**config.mk**
```make
export PLATFORM = sky130hd
export DESIGN_NAME = display_mux_bcd
export DESIGN_NICKNAME = d
export VERILOG_FILES = /design/src/rtl/display_mux_bcd.sv
export SDC_FILE = /design/constraint.sdc
export NUM_CORES = 1
export LEC_CHECK = 0
export ABC_AREA = 0
export ABC_CLOCK_PERIOD_IN_PS = 1600
export CAP_MARGIN = 20
export CORE_MARGIN = 10
export CORE_UTILIZATION = 40
export CTS_BUF_LIST = sky130_fd_sc_hd__clkbuf_8 sky130_fd_sc_hd__clkbuf_16
export DETAILED_ROUTE_END_ITERATION = 8
export GPL_ROUTABILITY_DRIVEN = 0
export HOLD_SLACK_MARGIN = 0.12
export PLACE_DENSITY_LB_ADDON = 0.3
export SLEW_MARGIN = 15
export SYNTH_ARGS = -nofsm -noshare
export SYNTH_HDL_FRONTEND = slang
export SYNTH_SLANG_ARGS = --single-unit
```
**constraint.sdc**
```tcl
create_clock -name Clock -period 1.6 [get_ports Clock]
set_input_delay 0.32 -clock Clock [delete_from_list [all_inputs] [get_ports Clock]]
set_output_delay 0.32 -clock Clock [all_outputs]
set_load 0.02 [all_outputs]
```
**src/rtl/display_mux_bcd.sv**
```systemverilog
// display_mux_bcd: scans three latched BCD digits onto a shared active-low
// 7-segment bus, with optional leading-zero blanking and an invalid-digit flag.
module display_mux_bcd #(
    parameter int DIV_REFRESH  = 50000,
    parameter bit APAGAR_ZEROS = 1'b1
) (
    input  logic       Clock,
    input  logic       Reset_n,
    input  logic [3:0] C,
    input  logic [3:0] D,
    input  logic [3:0] U,
    input  logic       Carregar,
    output logic [6:0] Segmentos,
    output logic [2:0] Anodos,
    output logic       Erro
);
    localparam int CW = $clog2(DIV_REFRESH);

    typedef enum logic [1:0] {UNI = 2'd0, DEZ = 2'd1, CEN = 2'd2} idx_t;

    idx_t          idx, idxNext;
    logic [CW-1:0] refreshCnt;
    logic [3:0]    rc, rd, ru, digSel;
    logic [6:0]    segCode;
    logic [2:0]    anSel;
    logic          wrap, blank, idxValid;

    assign wrap     = refreshCnt == CW'(DIV_REFRESH - 1);
    assign idxValid = idx inside {UNI, DEZ, CEN};

    always_ff @(posedge Clock) begin
        if (!Reset_n) idx <= UNI;
        else          idx <= idxNext;
    end

    always_comb begin
        idxNext = idx;
        if (!idxValid)  idxNext = UNI;
        else if (wrap)  idxNext = (idx == UNI) ? DEZ : (idx == DEZ) ? CEN : UNI;
    end

    always_comb begin
        digSel = (idx == CEN) ? rc : (idx == DEZ) ? rd : ru;
        anSel  = (idx == CEN) ? 3'b011 : (idx == DEZ) ? 3'b101 : 3'b110;
        // A zero only blanks when every higher digit is zero too, so a dash is never hidden
        blank  = !idxValid || (APAGAR_ZEROS &&
                 ((idx == CEN && rc == 4'd0) || (idx == DEZ && rc == 4'd0 && rd == 4'd0)));
        case (digSel)
            4'd0:    segCode = 7'h40;
            4'd1:    segCode = 7'h79;
            4'd2:    segCode = 7'h24;
            4'd3:    segCode = 7'h30;
            4'd4:    segCode = 7'h19;
            4'd5:    segCode = 7'h12;
            4'd6:    segCode = 7'h02;
            4'd7:    segCode = 7'h78;
            4'd8:    segCode = 7'h00;
            4'd9:    segCode = 7'h10;
            default: segCode = 7'h3F;
        endcase
    end

    always_ff @(posedge Clock) begin
        if (!Reset_n) begin
            rc         <= '0;
            rd         <= '0;
            ru         <= '0;
            refreshCnt <= '0;
            Anodos     <= 3'b111;
            Segmentos  <= 7'h7F;
            Erro       <= 1'b0;
        end else begin
            if (Carregar) begin
                rc <= C;
                rd <= D;
                ru <= U;
            end
            refreshCnt <= wrap ? '0 : refreshCnt + 1'b1;
            Anodos     <= blank ? 3'b111 : anSel;
            Segmentos  <= blank ? 7'h7F : segCode;
            Erro       <= (rc > 4'd9) || (rd > 4'd9) || (ru > 4'd9);
        end
    end
endmodule

```
Word-level counts from Yosys, hierarchy flattened
Memory sizes are Yosys's and may differ from the RTL's. A register that Yosys moved wholly into a read port is not among the register bits.
Index checks and enable logic that the tools add are counted.
- add/sub/neg operators: 1
- magnitude comparators: 3
- equal/unequal tests: 3
- muxes and demuxes: 6
- bitwise gates (word level): 1
- reduce and logical (&&, ||, !) cells: 16
- operators by type and width (operator ; count):
    16-bit by 1-bit adder with 16-bit output, second input constant ; 1
    16-bit == test, second input constant ; 1
    4-bit > comparator, second input constant ; 3
    4-bit logical NOT ; 2
    4-bit two-way mux ; 2
    2-bit two-way mux ; 3
    1-bit logical OR ; 4
    2-bit OR reduction ; 2
    1-bit logical AND ; 3
    3-bit two-way mux ; 1
    3-bit nonzero test ; 1
    3-bit OR reduction ; 1
    2-bit by 1-bit == test with 1-bit output, second input constant ; 1
    2-bit == test, second input constant ; 1
    2-bit logical NOT ; 1
    2-bit AND reduction ; 1
    1-bit logical NOT ; 1
    1-bit NOT ; 1
- register bits: 34
- bits in read-only memories: 112
- output and inout bits: 11
- logic and storage cells: 39
- memories: 1
- memories (memory ; depth ; width ; read ports ; clocked after memory_dff ; write ports ; line ; text):
    (name not given) ; 16 ; 7 ; 1 ; 1 ; 0 ; 48 ; case (digSel)

Logic depth before layout (Yosys ltp)
- depth in word-level cells: 6
- mapped depth: 6
- mapped depth without buffers: 6

Worst setup path after synthesis
No wires, ideal clock.
- path type: register to register
- from: register refreshCnt[0]
- to: register refreshCnt[15]
- library setup time: 0.117 ns
- arrival time: 1.361 ns
- data required time: 1.483 ns
- slack: 0.121 ns
- cell stages (with the launch flop): 7
- period minus slack after synthesis: 1.479 ns
- cell sequence: dfxtp_1 ha_1 and3_1 nand4_1 nand2_1 buf_2 nor2_1
- word-level cells in the longest chain between the ends: 2
- elaborated cells on any way between the ends: 3
- those cells by class: add/sub: 1; eq/ne: 1; reduce/logical: 1
- RTL lines (what ; line ; text):
    from (decl) ; 22 ; logic [CW-1:0] refreshCnt;
    from (signal assigned) ; 78 ; refreshCnt <= wrap ? '0 : refreshCnt + 1'b1;
    parallel branches: the longest is 2 deep, another holds 16-bit by 1-bit adder with 16-bit output ; - ;
Parallel ways; which one is timed is not known.
A chain may end at the register's enable or synchronous reset.

Worst setup path after layout
- from: register Anodos[1]
- to: output port Anodos[1]
- RTL lines (what ; line ; text):
    from (decl) ; 14 ; output logic [2:0] Anodos,
    from (signal assigned) ; 79 ; Anodos <= blank ? 3'b111 : anSel;
No word-level cell between the ends.

==> flow_summary.rst <==
.. list-table::
   :header-rows: 1

   * - Metric
     - Value
   * - CP Cell Sequence
     - clkdlybuf4s50_1
   * - Setup TNS after final layout
     - 0 ps
   * - Tightest Pin Transition
     - 484 ps
   * - Ratio of total power to cell area
     - 829 mW/mm2
   * - Fin Clk Skew
     - roughly 9 ps
   * - Area grow syn2layout
     - 35.1%
   * - Final Max Tran Viols
     - 0
   * - Max Freq
     - 650 MHz
   * - Critical Path Source Type
     - flop
   * - Post-DR vias/cell
     - 5.02
   * - Switching component of the power
     - 0.489 mW
   * - Number of primary I/O pins
     - 26
   * - Final min period
     - 1540 ps
   * - CTS tree
     - built
   * - Cell Area, Placed
     - 0.00221 mm2
   * - Async SR Flop Fraction
     - 0%
   * - Number of global-route vias before repair
     - 1364
   * - Standard cell core area
     - 0.00432 mm2
   * - Antenna violations before repair
     - 0
   * - Arrival time of data at the critical path endpoint
     - 1220 ps
   * - Seq/Total Area, Yosys
     - a little under half
   * - Number of nets in the layout
     - about 250
   * - Hold path cells
     - 2
   * - Count of vias placed by the detailed router
     - 1426
   * - Layout Utilization
     - 55.5%
   * - Number of DRC markers after the initial detailed-route iteration
     - 53
   * - LEAKAGE
     - 0.934 nW
   * - Sequential Area
     - 828 um2
   * - R2R Setup Slk
     - 90 ps
   * - Net Count, Synth
     - 200
   * - Result of the run
     - finished clean
   * - Total of warnings raised by yosys
     - 0
   * - Class of the tightest hold or removal check
     - reg -> reg
   * - DRT Pass-1 Iters
     - 4
   * - Net Sw Frac
     - 24.6%
   * - Standard-cell rows
     - 24
   * - Antenna-violating nets left
     - 0
   * - Largest net degree at the start of global routing
     - 13
   * - Number of enable-type register cells in the synthesized netlist
     - 0
   * - Largest stage delay on the critical path
     - 600 ps
   * - Horiz. Die Dim
     - 86.6 um
   * - Data required, critical path
     - around 1300 ps
   * - Ratio of cells with drive above 1 in the final layout
     - 20.3%
   * - Leading register cell type out of synthesis
     - sky130_fd_sc_hd__dfxtp_1
   * - Post-synthesis cell count
     - about 180
   * - First-pass GRT wire length
     - 5970 um
   * - Synth cell types
     - 37
   * - Total congestion overflow after global routing
     - 0
   * - Number of buffers inserted by port buffering
     - 25
   * - Global-route usage over all layers
     - 9.68%
   * - Routed WL
     - between 3000 and 4000 um
   * - Kind of cell with the highest combined delay on the critical path
     - buffers and inverters
   * - Fill cell total of the finished layout
     - 405
   * - Unrepaired setup endpoints after global routing
     - yes
   * - Launch point of the worst hold path
     - refreshCnt[15]
   * - Hold path endpoint
     - refreshCnt[15]
   * - Origin of the worst setup path
     - Anodos[1]
   * - Part of the power in the clock network
     - 32.1%
   * - CTS hold repair buffers
     - 0
   * - Max-cap check violation count
     - 0
   * - Clock Pin Slew Worst Setup and Hold Paths
     - 80 ps
   * - Post-route design area
     - 0.00240 mm2
   * - Commonest cells after routing, fill and taps aside
     - 37 x sky130_fd_sc_hd__dfxtp_1, 37 x sky130_fd_sc_hd__nor2_1, 25 x sky130_fd_sc_hd__clkdlybuf4s50_1
   * - Half-perimeter wire length of the detailed placement result
     - ~2700 um
   * - Routed wire length per instance
     - 12.8 um
   * - Root buffer cell
     - sky130_fd_sc_hd__clkbuf_8
   * - Largest fanout on the critical path
     - 1
   * - Endpoint of the worst-slack reg-to-reg timing path
     - Segmentos[2]
   * - Proportion of power drawn by flip-flops and latches
     - between 50% and 60%
   * - Clk sinks
     - 41
   * - FF+latch count, synth
     - 41
   * - Multi-input combinational cell area
     - 973 um2
   * - Initial cell density of the core
     - 41.1%
   * - Floorplan die area
     - 0.00751 mm2
   * - Height of the die
     - ~87 um
   * - Worst slack on hold paths
     - 513 ps
   * - Internal Power
     - approximately 1.5 mW
   * - Clock latency reported for the late side of the worst-skew pair
     - 290 ps
   * - Cell with the largest stage delay on the worst path
     - sky130_fd_sc_hd__clkdlybuf4s50_1
   * - Number of buffers created by CTS
     - 5
   * - Max VDD drop
     - approximately 0.40 mV
   * - Critical path class
     - reg -> out
   * - Number of antenna repair diodes
     - 0
   * - Post-layout total power
     - 1.99 mW
   * - Total standard cell area after synthesis
     - 0.00178 mm2
   * - Start of the worst register-to-register path
     - idx[0]
   * - Avg Synthesized Cell Area
     - slightly below 10 um2
   * - Max H-tree Level
     - 2
   * - Combinational fraction of design power
     - between 10% and 20%
   * - Cell count of the worst reg-to-reg path
     - 5
   * - DRC violations left
     - 0
   * - Share of the clock period used by the worst path after layout
     - 96.2%
   * - Max Buffers Root-to-Sink
     - 2
   * - CP endpoint kind
     - output port
   * - Final hold violation count
     - 0
   * - WP buf/inv
     - 1
   * - Max-slew headroom at the worst pin
     - between 60% and 70%
   * - Setup violation total in the final timing report
     - 0
worst register-to-register path, cell delays in order, from the launching register on:
cell                       delay, ps
sky130_fd_sc_hd__dfxtp_4         390
sky130_fd_sc_hd__or3b_4          420
sky130_fd_sc_hd__o41ai_4         260
sky130_fd_sc_hd__a221oi_2        110
sky130_fd_sc_hd__buf_4           180
sky130_fd_sc_hd__o21ai_0          70
state kept, by name (all words and copies together) (netlist names):
signal      flops
Anodos          3
Erro            1
Segmentos       7
idx             2
rc              4
rd              4
refreshCnt     16
ru              4
kinds of logic after synthesis:
kind of cell               synth area share (%)
and+or+nand+nor                            18.6
DFF                                        46.2
muxes                                      14.4
adders and majority gates                 0.704
buffers and inverters                      2.11
xor gates and xnor gates                   8.38
AOI/OAI and AO/OA                          9.65
stage by stage:
stage	setup slack, ps	instances
after floorplan	121	184
after global placement	2.12	273
after detailed placement	0.151	273
after CTS	1.30	281
after global routing	-6.89	284
final	60.9	284
power groups by stage:
stage / combinational, mW / clock (mW) / sequential [mW]
after floorplan: 0.109 / 0 / 1.13
after global placement: 0.252 / 0 / 1.12
after detailed placement: 0.255 / 0 / 1.11
after CTS: 0.258 / 0.662 / 1.09
after global routing: 0.282 / 0.706 / 1.10
final: 0.257 / 0.637 / 1.09
what timing repair did:
item / in CTS / in global routing
endpoints found under the setup margin: 2 / 23
cloned: 0 / 1
resized for setup: 2 / 14
setup buffers: 0 / 2
hold endpoints to repair: 0 / 0
pin swaps: 1 / 3
routing by layer:
layer | track usage, % | vias up | share of wire, %
met2 | 16.9 | 30 | 49
met4 | 3.53 | 0 | 1.0
met1 | 10.6 | 656 | 46
met3 | 3.19 | 4 | 4.3
met5 | 0 | - | 0
li1 | - | 736 | -
Yosys cell counts, types with 4 or more instances:
cell type | n | area [um2]
sky130_fd_sc_hd__nand2_1 | 9 | 33.8
sky130_fd_sc_hd__mux2i_1 | 21 | 210
sky130_fd_sc_hd__nand3_1 | 5 | 25.0
sky130_fd_sc_hd__xor2_1 | 9 | 78.8
sky130_fd_sc_hd__xnor2_1 | 8 | 70.1
sky130_fd_sc_hd__dfxtp_1 | 41 | 821
sky130_fd_sc_hd__nand4_1 | 4 | 25.0
sky130_fd_sc_hd__nor2_1 | 37 | 139
sky130_fd_sc_hd__o21ai_0 | 5 | 25.0
sky130_fd_sc_hd__a21oi_1 | 6 | 30.0
cell type report:
class / instances / share of cell area (%)
well taps: 52 / 2.71
clock buffers: 5 / 2.87
inverters: 2 / 0.313
repair buffers: 45 / 18.5
clock inverters: 3 / 0.574
flip-flops and latches: 41 / 34.5
multi-input cells: 136 / 40.6
worst max-delay path by stage:
stage	end	slack, ps	cells after the start
floorplan	refreshCnt[15]	120	6
global placement	Segmentos[3]	2	5
detailed placement	Segmentos[0]	0.2	6
CTS	Segmentos[2]	1	5
global route	refreshCnt[12]	-7	5
finish	Anodos[1]	60	1
Power figures use the tool's default switching activity.
==> RTL edit (same flow settings) <==
The parameter `APAGAR_ZEROS` goes from 1'b1 to 1'b0.
--- a/src/rtl/display_mux_bcd.sv
+++ b/src/rtl/display_mux_bcd.sv
@@ -2,7 +2,7 @@
 // 7-segment bus, with optional leading-zero blanking and an invalid-digit flag.
 module display_mux_bcd #(
     parameter int DIV_REFRESH  = 50000,
-    parameter bit APAGAR_ZEROS = 1'b1
+    parameter bit APAGAR_ZEROS = 1'b0
 ) (
     input  logic       Clock,
     input  logic       Reset_n,
Check against the original RTL: no difference found for any inputs over 10 cycles, from zero or initial values and one cycle with Reset_n low; that may be too few to reach the edited logic, so the function may still have changed.
==> RTL edit against the unedited design <==
  * The flow now finishes with violations (negative setup slack)
  * Synthesized area is 0.21% higher
  * Worst setup slack got worse by 0.14 ns
  * Sequential cell count unchanged
  * Routed wire length down 2.3%
  * Register-to-register slack lost 0.17 ns
  * Fmax shrank 8.6%
  * Cell area increased by 0.10%
  * Total power rose by 5.1%
  * Clock power up 15%
  * Combinational power rose by 5%
  * Clock skew fell by 0.0030 ns
  * Final cell count up 0.70%
  * Critical path type is now flop to flop
  * Critical endpoint is now Segmentos[3]$_SDFF_PN1_
==> RTL edit: results (changes against the unedited design) <==
status: finished with violations
failing checks: negative setup slack
share of total power in sequential cells: 52.1% (-2.9 points)
Worst Hold Endpoint: rd[0]$_SDFFE_PN0P_
1st-iter DRT viols: 51 (-3.8%)
Met3 Routed Length: 127 um (-18%)
top cells by area, synth: dfxtp_1 46%, mux2i_1 9.0%, nor2_1 7.0%
largest net degree at the start of global routing: 19 (+6)
CP endpoint: Segmentos[3]$_SDFF_PN1_
post-CTS setup buffer count: 1 (+1)
Worst path slowest cell: dfxtp_4
leakage: 0.907 nW (-3.0%)
Avg Inst Size Synth: 9.73 um2 (+0.76%)
setup_tns: -0.0834 ns (-0.0834 ns)
first-pass GRT wire length: 6130 um (+2.7%)
critical path type: flop to flop
r2r worst-path depth: 6 (+1)
Seq/Total Area, Yosys: 46.1% (-0.097 points)
DP HPWL: 2740 um (+2.6%)
CP peak stage delay: 0.39 ns (-0.21 ns)
Critical Path AT: 1.86 ns (+0.64 ns)
Fill cells: 418 (+3.2%)
metal2 WL: 1620 um (-9.3%)
vias per cell: 4.93 (-1.9%)
P_sw: 0.000489 W (about the same)
DR vias: 1409 (-1.2%)
Worst Tran Pin Value: 0.382 ns (-0.102 ns)
post-route setup slack: -0.0834 ns (-0.144 ns)
Setup violations, final: 1 (+1)
GRT Overall Usage: 10.1% (+0.41 points)
Setup Skew: 0.00595 ns (-0.00301 ns)
min-delay src: rd[0]$_SDFFE_PN0P_
Synth top cells by count: 41 x dfxtp_1, 33 x nor2_1, 16 x mux2i_1, 11 x xnor2_1, 7 x a21oi_1
CP Max Fanout: 8 (+7)
dpl ws: -0.119 ns (-0.119 ns)
met1 WL: 1710 um (+3.6%)
fin nets: 250 (+1.2%)
==> RTL edit: changes by cell type after synthesis, moves of 3 or more <==
cell / change
mux2i_1: -5
xnor2_1: +3
xor2_1: -5
or3b_1: +3
nor2_1: -4
nand2_1: -4
==> RTL edit: layout make-up <==
cell class / instances / area, um2 / share of cell area (%)
clock buffer: 7 / 96.3 / 4.01
sequential: 41 / 830 / 34.5
multi-input combinational: 132 / 940 / 39.1
clock inverter: 1 / 5.00 / 0.208
timing repair buffer: 48 / 448 / 18.6
tap: 52 / 65.1 / 2.71
inverter: 5 / 18.8 / 0.781
==> RTL edit: cell families (layout without fill, tap and decap cells) <==
logic type	after synthesis	in the layout	synth area share (%)
flops	41	41	46.1
compound gates	23	23	9.14
xor+xnor	15	15	7.38
mux	19	19	11.7
simple gates	73	73	21.4
fa+ha+maj	2	2	1.41
buf+inv	10	61	2.88
